<file path="config.mk">
export PLATFORM = sky130hd
export DESIGN_NAME = fetch_unit
export DESIGN_NICKNAME = d
export VERILOG_FILES = /design/src/rtl/fetch_unit.sv
export SDC_FILE = /design/constraint.sdc
export NUM_CORES = 1
export LEC_CHECK = 0
export CAP_MARGIN = 20
export CORE_ASPECT_RATIO = 0.5
export CORE_MARGIN = 2
export CORE_UTILIZATION = 40
export CTS_CLUSTER_SIZE = 12
export DETAILED_ROUTE_END_ITERATION = 8
export GPL_TIMING_DRIVEN = 1
export HOLD_SLACK_MARGIN = 0.02
export PLACE_DENSITY = 0.71
export SYNTH_ARGS = -nofsm -noshare
export SYNTH_HDL_FRONTEND = slang
export SYNTH_SLANG_ARGS = --single-unit
</file>
<file path="constraint.sdc">
create_clock -name CLK -period 5.6 [get_ports CLK]
set_clock_uncertainty 0.2 [all_clocks]
set_input_delay 1.4 -clock CLK [delete_from_list [all_inputs] [get_ports CLK]]
set_output_delay 1.4 -clock CLK [all_outputs]
set_load 0.03 [all_outputs]
</file>
<file path="src/rtl/fetch_unit.sv">
// Fetch stage: IDLE/RUN/DONE sequencer with a one-word decode register and absolute branches.
// Optional macro INSTR_COUNT_EN adds a saturating 16-bit count of valid decode cycles (instr_count).
module fetch_unit #(
   parameter int PC_W    = 8,
   parameter int INSTR_W = 9
) (
   input  logic               CLK,
   input  logic               reset,
   input  logic               start,
   output logic [PC_W-1:0]    imem_addr,
   input  logic [INSTR_W-1:0] imem_data,
   output logic [INSTR_W-1:0] instr,
   output logic [3:0]         opcode,
   output logic               instr_valid,
   input  logic               Branch,
   input  logic [1:0]         MUX7,
   input  logic               zero,
   input  logic [PC_W-1:0]    target,
   output logic [PC_W-1:0]    pc,
   output logic               done
`ifdef INSTR_COUNT_EN
   ,
   output logic [15:0]        instr_count
`endif
);

   typedef enum logic [1:0] {
      IDLE = 2'd0,
      RUN  = 2'd1,
      DONE = 2'd2
   } state_t;

   state_t               state_q, state_d;
   logic [PC_W-1:0]      pc_q, pc_d;
   logic [PC_W-1:0]      decode_pc_q, decode_pc_d;
   logic [INSTR_W-1:0]   instr_q, instr_d;
   logic                 valid_q, valid_d;
   logic                 done_q, done_d;
   logic                 taken_s;
   logic                 halt_s;

   // A branch only counts when the word in decode is real; a jump onto itself halts.
   always_comb begin
      taken_s = Branch & valid_q &
                (((MUX7 == 2'd0) & zero) | ((MUX7 == 2'd1) & ~zero) | (MUX7 == 2'd2));
      halt_s  = taken_s & (MUX7 == 2'd2) & (target == decode_pc_q);
   end

   // Next-state and datapath updates for the sequencer.
   always_comb begin
      state_d     = state_q;
      pc_d        = pc_q;
      decode_pc_d = decode_pc_q;
      instr_d     = instr_q;
      valid_d     = 1'b0;
      done_d      = done_q;
      case (state_q)
         IDLE: begin
            pc_d   = {PC_W{1'b0}};
            done_d = 1'b0;
            if (start) begin
               state_d = RUN;
            end else begin
               state_d = IDLE;
            end
         end
         RUN: begin
            if (halt_s) begin
               // pc and the halting word stay frozen for inspection.
               state_d = DONE;
               done_d  = 1'b1;
            end else if (taken_s) begin
               pc_d        = target;
               instr_d     = imem_data;
               decode_pc_d = pc_q;
            end else begin
               pc_d        = pc_q + {{(PC_W-1){1'b0}}, 1'b1};
               instr_d     = imem_data;
               decode_pc_d = pc_q;
               valid_d     = 1'b1;
            end
         end
         DONE: begin
            if (start) begin
               state_d = RUN;
               pc_d    = {PC_W{1'b0}};
               done_d  = 1'b0;
            end else begin
               state_d = DONE;
            end
         end
         default: begin
            state_d = IDLE;
            pc_d    = {PC_W{1'b0}};
            done_d  = 1'b0;
         end
      endcase
   end

   // State register with synchronous reset.
   always_ff @(posedge CLK) begin
      if (reset) begin
         state_q     <= IDLE;
         pc_q        <= {PC_W{1'b0}};
         decode_pc_q <= {PC_W{1'b0}};
         instr_q     <= {INSTR_W{1'b0}};
         valid_q     <= 1'b0;
         done_q      <= 1'b0;
      end else begin
         state_q     <= state_d;
         pc_q        <= pc_d;
         decode_pc_q <= decode_pc_d;
         instr_q     <= instr_d;
         valid_q     <= valid_d;
         done_q      <= done_d;
      end
   end

   assign pc          = pc_q;
   assign imem_addr   = pc_q;
   assign instr       = instr_q;
   assign opcode      = instr_q[INSTR_W-1 -: 4];
   assign instr_valid = valid_q;
   assign done        = done_q;

`ifdef INSTR_COUNT_EN
   logic [15:0] count_q, count_d;

   // Count valid decode cycles; a start leaving IDLE/DONE clears the count.
   always_comb begin
      count_d = count_q;
      if (start & (state_q != RUN)) begin
         count_d = 16'h0000;
      end else if (valid_q & (count_q != 16'hFFFF)) begin
         count_d = count_q + 16'h0001;
      end else begin
         count_d = count_q;
      end
   end

   // Counter register.
   always_ff @(posedge CLK) begin
      if (reset) begin
         count_q <= 16'h0000;
      end else begin
         count_q <= count_d;
      end
   end

   assign instr_count = count_q;
`endif

endmodule

</file>
* Word level (Yosys, flattened, before mapping) *
Cells that the tools add are included.

word-level totals
  flip-flop bits (word level) = 29
  input port bits = 24
  logic and storage cells = 44

cells by class
  reduce and logical (&&, ||, !) cells = 6
  equal/unequal tests = 8
  multiplexer cells = 12
  add/subtract/negate cells = 1
  bitwise logic cells = 11

operators by type and width
  operator                                                               count
  8-bit 2-to-1 mux                                                       3
  8-bit case mux with 2 select lines                                     1
  8-bit by 1-bit adder with 8-bit output, second input constant          1
  8-bit equality test                                                    1
  1-bit AND                                                              6
  2-bit inequality test, second input constant                           3
  2-bit case mux with 3 select lines                                     1
  2-bit AND reduction                                                    3
  2-bit by 1-bit equality test with 1-bit output, second input constant  2
  2-bit equality test, second input constant                             2
  2-bit zero test                                                        2
  1-bit 2-to-1 mux                                                       4
  2-bit 2-to-1 mux                                                       2
  1-bit inverter                                                         3
  3-bit OR reduction                                                     1
  1-bit bitwise OR                                                       2
  1-bit case mux with 2 select lines                                     1

* Logic depth before layout (Yosys ltp) *
  depth in word-level cells = 9
  mapped depth = 7
  gate-level depth less buffers = 6

* Worst setup path after synthesis *
OpenSTA, ideal clock, no wires.

  path kind = input-to-reg
  from = in MUX7[1]
  to = reg decode_pc_q[0]
  arrival = 2.913 ns
  library setup time = 0.116 ns
  setup slack = 2.371 ns
  required time = 5.284 ns
  stages on the path = 7
  cell sequence = o21a_1 -> or3_1 -> buf_4 -> nor4_4 -> buf_4 -> nor4b_1 -> a31o_2

between the ends
  cells in the longest elaborated chain, start to end = 9
  elaborated cells on any way between the ends = 12
  classes of those cells = eq/ne: 2; bitwise: 8; reduce/logical: 2

RTL lines
  what                                                                                      RTL line  source
  start, declared                                                                           16        input logic [1:0] MUX7,
  2-bit by 1-bit equality test with 1-bit output / 2-bit zero test (equally long branches)  45        (((MUX7 == 2'd0) & zero) | ((MUX7 == 2'd1) & ~zero) | (MUX7 == 2'd2));
  1-bit AND                                                                                 45
  1-bit bitwise OR (2 in series)                                                            45
  1-bit AND                                                                                 44        taken_s = Branch & valid_q &
  1-bit AND * (2 in series)                                                                 46        halt_s = taken_s & (MUX7 == 2'd2) & (target == decode_pc_q);
  1-bit inverter (no line) *                                                                -
  2-bit AND reduction (no line) *                                                           -
  end signal, assigned                                                                      105       decode_pc_q <= {PC_W{1'b0}};
  end signal, assigned                                                                      112       decode_pc_q <= decode_pc_d;
  end, declared                                                                             35        logic [PC_W-1:0] decode_pc_q, decode_pc_d;

Every way passes the cells marked *; elsewhere a longest branch is shown, timed or not.
A chain may end at the register's enable or synchronous reset.

==> run_results.csv <==
group,metric,value,unit
clock_tree,post-cts-setup-buffer-count,0,
clock_tree,clock-sinks,29,
place,placed_area,0.00202,mm2
critical_path,cp_num_buf_inv,2,
route,drtIter0Drc,87,
global_routing,grt_pass1_vias,1282,
critical_path,path_class,"input port to register",
sta,fin_hold_ws,0.293,ns
logic_synthesis,syn_area_per_cell,9.15,um2
floorplan,top_level_ports,55,
global_routing,overflow,0,
critical_path,crit_start,"reset",
floorplan,core_area,0.00358,mm2
power_and_ir_drop,leakagePower,0.000751,uW
hold_path,hold_start,"done",
floorplan,die_height,48.2,um
sta,slew_violations,0,
logic_synthesis,ys_ff_latch,29,
sta,fmax,241,MHz
layout,drive_above_1_share,15.1,%
layout,design_area,0.00211,mm2
critical_path,critPathMaxFanout,26,
global_routing,grt_max_degree,27,
run,drv_cap,0,
place,dpl.hpwl,2920,um
route,via_per_inst,5.58,
sta,fin_tns_setup,0,ns
sta,slew_headroom,44.3,%
clock_tree,htreeDepth,2,
route,ant_nets,0,
clock_tree,hold_buffers,0,
clock_tree,cts_tree,"done",
place,portBuffers,54,
critical_path,max_stage_delay,1.00,ns
clock_tree,numCtsBuffers,5,
clock_tree,clk_pin_slew,0.06,ns
sta,final-setup-viol-count,0,
sta,hold_viol,0,
critical_path,critPathLaunchType,"input port",
layout,final_util,58.9,%
critical_path,worstPathCellList,"clkdlybuf4s50_1 -> clkinv_1 -> nand2_1 -> nor2_1 -> a211oi_1 -> o32ai_1",
run_status,outcome,"finished, final reports clean",
floorplan,start_util,43.6,%
critical_path,cp_slowest_cell,"clkdlybuf4s50_1",
clock_tree,cts_resized,0,
floorplan,die_width,92.4,um
power_and_ir_drop,powerDensity,226,mW/mm2
critical_path,cpLargestDelayFamily,"buffers and inverters",
route,drtPass1Iterations,4,
power_and_ir_drop,ir_drop,0.124,mV
critical_path,cp-end-kind,"register",
hold_path,min_path_type,"register to register",
clock_tree,ctsLongestPathBuffers,2,
critical_path,worstPathArrival,4.08,ns
route,post_drt_wl_per_cell,15.6,um
floorplan,die-area,0.00446,mm2
logic_synthesis,synth_fp_nets,196,
route,dr_total_vias,1468,
logic_synthesis,synth_area,0.00156,mm2
sta,worstMarginPinSlew,0.836,ns
layout,fin_cells,263,
critical_path,r2r-start,"instr_valid",
route,routed_wl,4100,um
global_routing,grt_use_total,19.3,%
global_routing,antenna_found_initial,0,
layout,syn2layout_area_growth,35.0,%
critical_path,required,5.53,ns
logic_synthesis,seq_area_frac_synth,37.1,%
layout,antenna_cells,0,
route,drc,0,
layout,nNetsFinal,236,
logic_synthesis,synth_warnings,0,
global_routing,grt_pass1_wl,6380,um
logic_synthesis,yosysUniqueCellTypes,36,
sta,rsz0062_at_grt,"no",
logic_synthesis,synth_cells,171,
clock_tree,clk_latency,0.28,ns
sta,period_needed,4.15,ns
floorplan,num_rows,15,
layout,fillCellCount,338,
clock_tree,root_buffer,"clkbuf_8",
place,place.gp.congestion,0.956,
place,dp.cells,255,
sta,period_share,74.1,%
[synthesized netlist by cell type]
| master | n | area [um2] |
|---|---|---|
| dfxtp_1 | 29 | 581 |
| a31o_2 | 17 | 149 |
| nand2_1 | 16 | 60.1 |
| buf_4 | 14 | 105 |
| nor3_1 | 12 | 60.1 |
| nor4b_1 | 10 | 87.6 |
| nor2_1 | 9 | 33.8 |
| xnor2_1 | 8 | 70.1 |
| nand3_1 | 6 | 30.0 |
| a21oi_1 | 5 | 25.0 |
| o32ai_1 | 5 | 43.8 |
| buf_2 | 4 | 20.0 |
| clkbuf_1 | 3 | 11.3 |
| mux2i_1 | 3 | 30.0 |
| a211oi_1 | 2 | 15.0 |
| and2_1 | 2 | 12.5 |
| buf_6 | 2 | 22.5 |
| nand2b_1 | 2 | 12.5 |
| nor2b_1 | 2 | 12.5 |
| nor4_4 | 2 | 42.5 |
| o21a_1 | 2 | 15.0 |
| o21ai_0 | 2 | 10.0 |
| clkinv_1 | 1 | 3.75 |
| ha_1 | 1 | 12.5 |
| nand4_1 | 1 | 6.26 |
| nor3b_1 | 1 | 7.51 |
| nor4_1 | 1 | 6.26 |
| o211a_1 | 1 | 10.0 |
| o221a_2 | 1 | 11.3 |
| o221ai_1 | 1 | 8.76 |
| o31a_1 | 1 | 8.76 |
| o31ai_1 | 1 | 7.51 |
| or2_2 | 1 | 6.26 |
| or2b_4 | 1 | 11.3 |
| or3_1 | 1 | 6.26 |
| xor2_1 | 1 | 8.76 |
[cell families after synthesis]
group	share of synthesized area [%]
and+or+nand+nor	25.3
AOI/OAI and AO/OA	19.4
DFF	37.1
buffers and inverters	10.4
xor gates and xnor gates	5.04
muxes	1.92
adders and majority gates	0.800
[per-layer routing]
metal	vias to the layer above	GRT usage (%)	wire (um)
met5	-	0	0
met4	0	7.16	44
met3	7	5.87	337
met2	67	31.2	1800
met1	692	25.4	1920
li1	702	-	-
[cells in the final DEF, fill, tap and decap left out, types with 2 or more instances in the layout]
| cell | Yosys | layout |
|---|---|---|
| nor2_1 | 9 | 9 |
| xnor2_1 | 8 | 8 |
| dfxtp_1 | 29 | 29 |
| clkinv_2 | 0 | 2 |
| a211oi_1 | 2 | 2 |
| o32ai_1 | 5 | 5 |
| nand3_1 | 6 | 6 |
| a21oi_1 | 5 | 5 |
| clkdlybuf4s50_1 | 0 | 54 |
| nand2b_1 | 2 | 2 |
| and2_1 | 2 | 2 |
| nor4_4 | 2 | 2 |
| nor2b_1 | 2 | 2 |
| buf_4 | 14 | 2 |
| a31o_2 | 17 | 17 |
| mux2i_1 | 3 | 3 |
| nor4b_1 | 10 | 10 |
| o21a_1 | 2 | 2 |
| o21ai_0 | 2 | 2 |
| nand2_1 | 16 | 16 |
| nor3_1 | 12 | 12 |
| clkbuf_8 | 0 | 5 |
[path summary, 6_finish.rpt]
kind | end | slack [ns] | cells past startpoint
worst min-delay path | done | 0.29 | 2
worst max-delay path | imem_addr[3] | 1.45 | 6
worst max register to register | instr[5] | 3.16 | 6
worst min register to register | done | 0.29 | 2
[final cells by class]
| type | instances | area [um2] | area share (%) |
|---|---|---|---|
| repair buffers | 56 | 556 | 26.3 |
| clock buffers | 5 | 68.8 | 3.26 |
| multi-input cells | 118 | 821 | 38.9 |
| inverters | 1 | 3.75 | 0.178 |
| well taps | 51 | 63.8 | 3.02 |
| clock inverters | 3 | 17.5 | 0.830 |
| flip-flops and latches | 29 | 581 | 27.5 |
[through the flow]
stage	total power (uW)	setup WS, ns
2_1_floorplan	279	2.37
3_3_place_gp	313	1.41
3_5_place_dp	314	1.31
4_1_cts	480	1.57
5_1_grt	496	1.31
6_report	477	1.45
[report_power, final]
group / total, uW / switching [uW] / internal (uW)
combinational: 90.8 / 47.9 / 42.9
sequential: 219 / 5.63 / 213
clock: 167 / 81.8 / 85.4
[worst register-to-register path: stages, from the launching register on]
cell	delay [ns]
dfxtp_1	0.33
nand2_1	0.06
or3_1	0.58
nor4_4	0.54
buf_4	0.30
nor4b_1	0.07
a31o_2	0.25
[flip-flops by register name, summed over array words and instances, names as in the netlist]
register     cells
done             1
imem_addr        8
instr            9
decode_pc_q      8
instr_valid      1
state_q          2
Note: power is estimated with default switching activity, not from simulation.
==> RTL change 1, RTL diff (same flow settings) <==
Encoding of `state_t`: now one-hot (3 bits for 3 states).
--- a/src/rtl/fetch_unit.sv
+++ b/src/rtl/fetch_unit.sv
@@ -24,10 +24,10 @@
 `endif
 );
 
-   typedef enum logic [1:0] {
-      IDLE = 2'd0,
-      RUN  = 2'd1,
-      DONE = 2'd2
+   typedef enum logic [2:0] {
+      IDLE = 3'b001,
+      RUN  = 3'b010,
+      DONE = 3'b100
    } state_t;
 
    state_t               state_q, state_d;
Function: same outputs for any inputs over 10 cycles, from zero or initial values and one cycle with reset high; not proved beyond that.
==> RTL change 1 against the unedited design <==
- total power is 6.2% lower
- non-clock buffer count is 1 lower
- global-route usage is 3.1 points lower
- design area is 4.8% higher
- area after synthesis is 4.6% higher
- maximum frequency is 24% higher
- routed wire length is 12% lower
- synthesized cell count is 5.8% higher
- setup slack better by 0.80 ns
- sequential cell count is 1 higher
- combinational power is 46% lower
==> RTL change 1: results (changes against the unedited design) <==
setup_path:
  crit_slowest_cell: "nor2b_2"  # was clkdlybuf4s50_1
  r2r_slack_ns: 3.61  # was 3.16 ns
  critPathTopFamily: "simple AND/OR/NAND/NOR gates"  # was buffers and inverters
  ff2ff_path_depth: 3  # was 6
  r2r_start: "state_q[1]"  # was instr_valid
pwr:
  clk-power_mw: 0.180  # was 0.167 mW
  p_leak_nw: 0.8136  # was 0.7505 nW
  ir_worst_vdd_v: 0.00007356  # was 0.0001241 V
  switching_share_pct: 23.73  # was 28.40%
grt:
  grt_pass1_wl_um: 5858  # was 6382 µm
  grt_start_max_net_pins: 40  # was 27
  grt_util_all_layers_pct: 16.19  # was 19.33%
routing:
  m1WireLength_um: 1697  # was 1918 µm
  avgViaCountPerCell: 4.857  # was 5.582
logic_synthesis:
  synthXorXnorAreaFrac_pct: 8.028  # was 5.040%
  yosys.cell_types.count: 34  # was 36
  synth_area_leaders: "dfxtp_1 (37%), mux2i_1 (12%), nand2_1 (9.2%), xnor2_1 (7.0%), buf_4 (6.4%)"  # was dfxtp_1 (37%), a31o_2 (9.5%), buf_4 (6.7%), nor4b_1 (5.6%), xnor2_1 (4.5%)
  synth_mux_area_share_pct: 12.92  # was 1.920%
placement:
  place_ws_ns: 1.945  # was 1.306 ns
min_path:
  hp-start: "instr[1]"  # was done
  hold_path_end: "instr[1]"  # was done
status:
  status: "finished clean"  # unchanged
layout:
  nets: 249  # was 236
timing:
  maxSlewHeadroom_pct: 49.50  # was 44.26%
  period_needed_ns: 3.347  # was 4.147 ns
-- RTL change 1: changes by cell type in the layout (fill, tap and decap cells not counted), sizes merged, moves of 3 or more --
cell	delta
a211o	+3
a31o	-17
inv	+5
mux2i	+17
nand2	+24
nor3	-12
nor4b	-9
o21ai	+3
o22ai	+4
o32ai	-4
xnor2	+5
-- RTL change 1: final cells by class --
| cell class | instances | share of cell area, % |
|---|---|---|
| Multi-Input combinational cell | 127 | 40.05 |
| Sequential cell | 30 | 27.15 |
| Inverter | 5 | 0.8484 |
| Clock buffer | 7 | 3.903 |
| Timing Repair Buffer | 55 | 24.77 |
| Tap cell | 54 | 3.054 |
| Clock inverter | 1 | 0.2262 |
-- RTL change 1: per-stage QoR --
step | util, % | cells | cell area, µm² | power (mW)
after CTS | 56.38 | 279 | 2212 | 0.4510
after global routing | 56.38 | 279 | 2212 | 0.4664
final | 56.38 | 279 | 2212 | 0.4470
after global placement | 54.05 | 271 | 2121 | 0.2709
after floorplan | - | 181 | 1637 | 0.2464
after detailed placement | 54.05 | 271 | 2121 | 0.2719
-- RTL change 1: worst max path at each step --
stage                       start             end
after detailed placement  MUX7[1]        instr[2]
after floorplan           MUX7[1]  decode_pc_q[3]
after global placement    MUX7[1]        instr[8]
after CTS                 MUX7[1]        instr[2]
final                     MUX7[1]        instr[2]
after global routing      MUX7[1]        instr[7]
-- RTL change 1: worst reg2reg max path, delay by kind of cell, from the launching register on --
| family | cells | cell delay, ns |
|---|---|---|
| flops | 1 | 0.39 |
| simple gates | 2 | 1.08 |
| mux | 1 | 0.25 |
-- RTL change 1: routing by layer --
layer / GRT usage, % / up-vias
met2: 25.12 / 36
met3: 4.946 / 5
met1: 20.94 / 618
met5: 0 / -
met4: 6.763 / 0
li1: - / 696
==> RTL change 2, RTL diff (same flow settings) <==
Without the edit above. Build with the macro `INSTR_COUNT_EN` defined.
--- a/src/rtl/fetch_unit.sv
+++ b/src/rtl/fetch_unit.sv
@@ -1,5 +1,7 @@
 // Fetch stage: IDLE/RUN/DONE sequencer with a one-word decode register and absolute branches.
 // Optional macro INSTR_COUNT_EN adds a saturating 16-bit count of valid decode cycles (instr_count).
+`define INSTR_COUNT_EN
+
 module fetch_unit #(
    parameter int PC_W    = 8,
    parameter int INSTR_W = 9
Check against the original RTL (old outputs only; new: instr_count): equivalent (Yosys induction, for registers that start in step).
==> RTL change 2 against the unedited design <==
- total power grew 31%
- sequential cell count grew 16
- routed wire length grew 24%
- die area grew 39%
- count of clock-buffer cells in the layout grew 2
- design area grew 42%
- area after synthesis grew 42%
- setup slack gained 0.31 ns
- cell count grew 42%
- critical path type unchanged
- critical endpoint is now instr[3]
==> RTL change 2: results (changes against the unedited design) <==
status:
  status: "finished clean"  # unchanged
timing:
  post-route-period-util_pct: 68.55  # was 74.06%
  maxSlewHeadroom_pct: 43.92  # was 44.26%
  fin_tns_setup_ns: 0  # unchanged
setup_path:
  r2r_start: "instr_valid"  # unchanged
  cp-endpoint: "instr[3]"  # was imem_addr[3]
  critPathArrivalTime_ns: 3.82  # was 4.08 ns
  worstPathMaxFanout: 17  # was 26
  r2r-end: "instr[3]"  # was instr[5]
  ff2ff_path_depth: 5  # was 6
  crit_path_start: "MUX7[1]"  # was reset
  r2r_slack_ns: 3.07  # was 3.16 ns
routing:
  dr_wl_met2_um: 2549  # was 1797 µm
  vias: 1890  # was 1,468
  wl_per_cell_um: 13.58  # was 15.58 µm
  drt-total-wl_um: 5079  # was 4098 µm
  first_pass_iters: 4  # unchanged
  drtIter0Drc: 88  # was 87
  wl_met3_um: 207  # was 337 µm
  highest_layer: "met4"  # unchanged
  m1WireLength_um: 2301  # was 1918 µm
logic_synthesis:
  synth_nets: 267  # was 196
  synth_commonest_cells: "dfxtp_1 (45), nor2_1 (30), mux2i_1 (17)"  # was dfxtp_1 (29), a31o_2 (17), nand2_1 (16)
  syn_area_per_cell_um2: 9.210  # was 9.146 µm²
  ys_seq_area_share_pct: 40.59  # was 37.12%
  synthArstFlopShare_pct: 0  # unchanged
  yosys.cell_types.count: 40  # was 36
  ys_warn_count: 0  # unchanged
  synth_area_leaders: "dfxtp_1 (41%), mux2i_1 (7.7%), xnor2_1 (5.1%), xor2_1 (5.1%), nor2_1 (5.1%)"  # was dfxtp_1 (37%), a31o_2 (9.5%), buf_4 (6.7%), nor4b_1 (5.6%), xnor2_1 (4.5%)
min_path:
  hp-class: "flip-flop to flip-flop"  # unchanged
pwr:
  ir_worst_vdd_v: 0.0001221  # was 0.0001241 V
  power.switching_mw: 0.1542  # was 0.1354 mW
  p_leak_nw: 1.114  # was 0.7505 nW
layout:
  largest_reg_flops: 16  # was 9
  num_antenna_cells: 0  # unchanged
  drive_gt1_share_pct: 4.983  # was 15.09%
  fillers: 509  # was 338
  nets: 327  # was 236
clock_tree:
  cts_resized: 0  # unchanged
  clockBufferDepth: 2  # unchanged
  path_clk_slew_ns: 0.09  # was 0.06 ns
  clk_latency_ns: 0.29
  cts_made_buffers: 5  # unchanged
  postCtsSetupBuffers: 0  # unchanged
  root_buffer: "clkbuf_8"  # unchanged
placement:
  place_ws_ns: 1.357  # was 1.306 ns
  port_buffers: 70  # was 54
  gp_congestion: 0.8183  # was 0.9564
  dp.cells: 366  # was 255
  dp_hpwl_um: 3718  # was 2919 µm
grt:
  grt_pass1_wl_um: 8438  # was 6382 µm
  grt_start_max_net_pins: 34  # was 27
  antenna_found_initial: 0  # unchanged
  grt_pass1_vias: 1780  # was 1,282
  grt_util_all_layers_pct: 17.28  # was 19.33%
RTL change 2: final cells by class:
class                      instances  area share, %
tap                               73          3.039
clock buffer                       7          2.873
timing repair buffer              72          24.40
inverter                           2         0.2498
sequential                        45          29.98
multi-input combinational        175          39.47
RTL change 2: layer usage:
| metal | up-vias | GRT usage (%) |
|---|---|---|
| met5 | - | 0 |
| met4 | 0 | 3.436 |
| met3 | 2 | 4.413 |
| met2 | 40 | 28.84 |
| met1 | 898 | 22.68 |
| li1 | 950 | - |
RTL change 2: cells by family (layout without fill, tap and decap cells):
logic type / count (synthesis) / after routing / share of synthesized area (%)
xor gates and xnor gates: 26 / 26 / 10.26
buffers and inverters: 21 / 81 / 5.975
and+or+nand+nor: 92 / 92 / 21.87
AOI/OAI and AO/OA: 35 / 35 / 10.99
DFF: 45 / 45 / 40.59
adders and majority gates: 2 / 2 / 1.127
muxes: 20 / 20 / 9.188
RTL change 2: worst min path at each step:
stage / from / slack, ns / to / cells past startpoint
after floorplan: decode_pc_q[0] / 0.28 / decode_pc_q[0] / 2
after global placement: done / 0.28 / done / 2
after detailed placement: instr[4] / 0.29 / instr[4] / 2
after CTS: done / 0.31 / done / 2
after global routing: instr[4] / 0.34 / instr[4] / 2
final: done / 0.32 / done / 2
RTL change 2: per-stage QoR:
step	hold WS (ns)	instance area, µm²
after global placement	0.2752	2894
after CTS	0.3145	2980
after global routing	0.3419	3005
after floorplan	0.2767	2220
after detailed placement	0.2860	2894
final	0.3155	3005
RTL change 2: power groups by stage:
stage / clock, mW / sequential, mW / combinational [mW]
2_1_floorplan: 0 / 0.350 / 0.0418
3_3_place_gp: 0 / 0.339 / 0.0879
3_5_place_dp: 0 / 0.340 / 0.0885
4_1_cts: 0.205 / 0.332 / 0.0887
5_1_grt: 0.219 / 0.333 / 0.0958
6_report: 0.201 / 0.332 / 0.0898
RTL change 2: worst max-delay path, cell delays in order:
cell,delay (ns)
clkdlybuf4s50_1,0.51
or3_1,0.16
nand4_4,0.26
o41ai_4,0.89
buf_4,0.34
mux2i_1,0.20
nor2_1,0.06
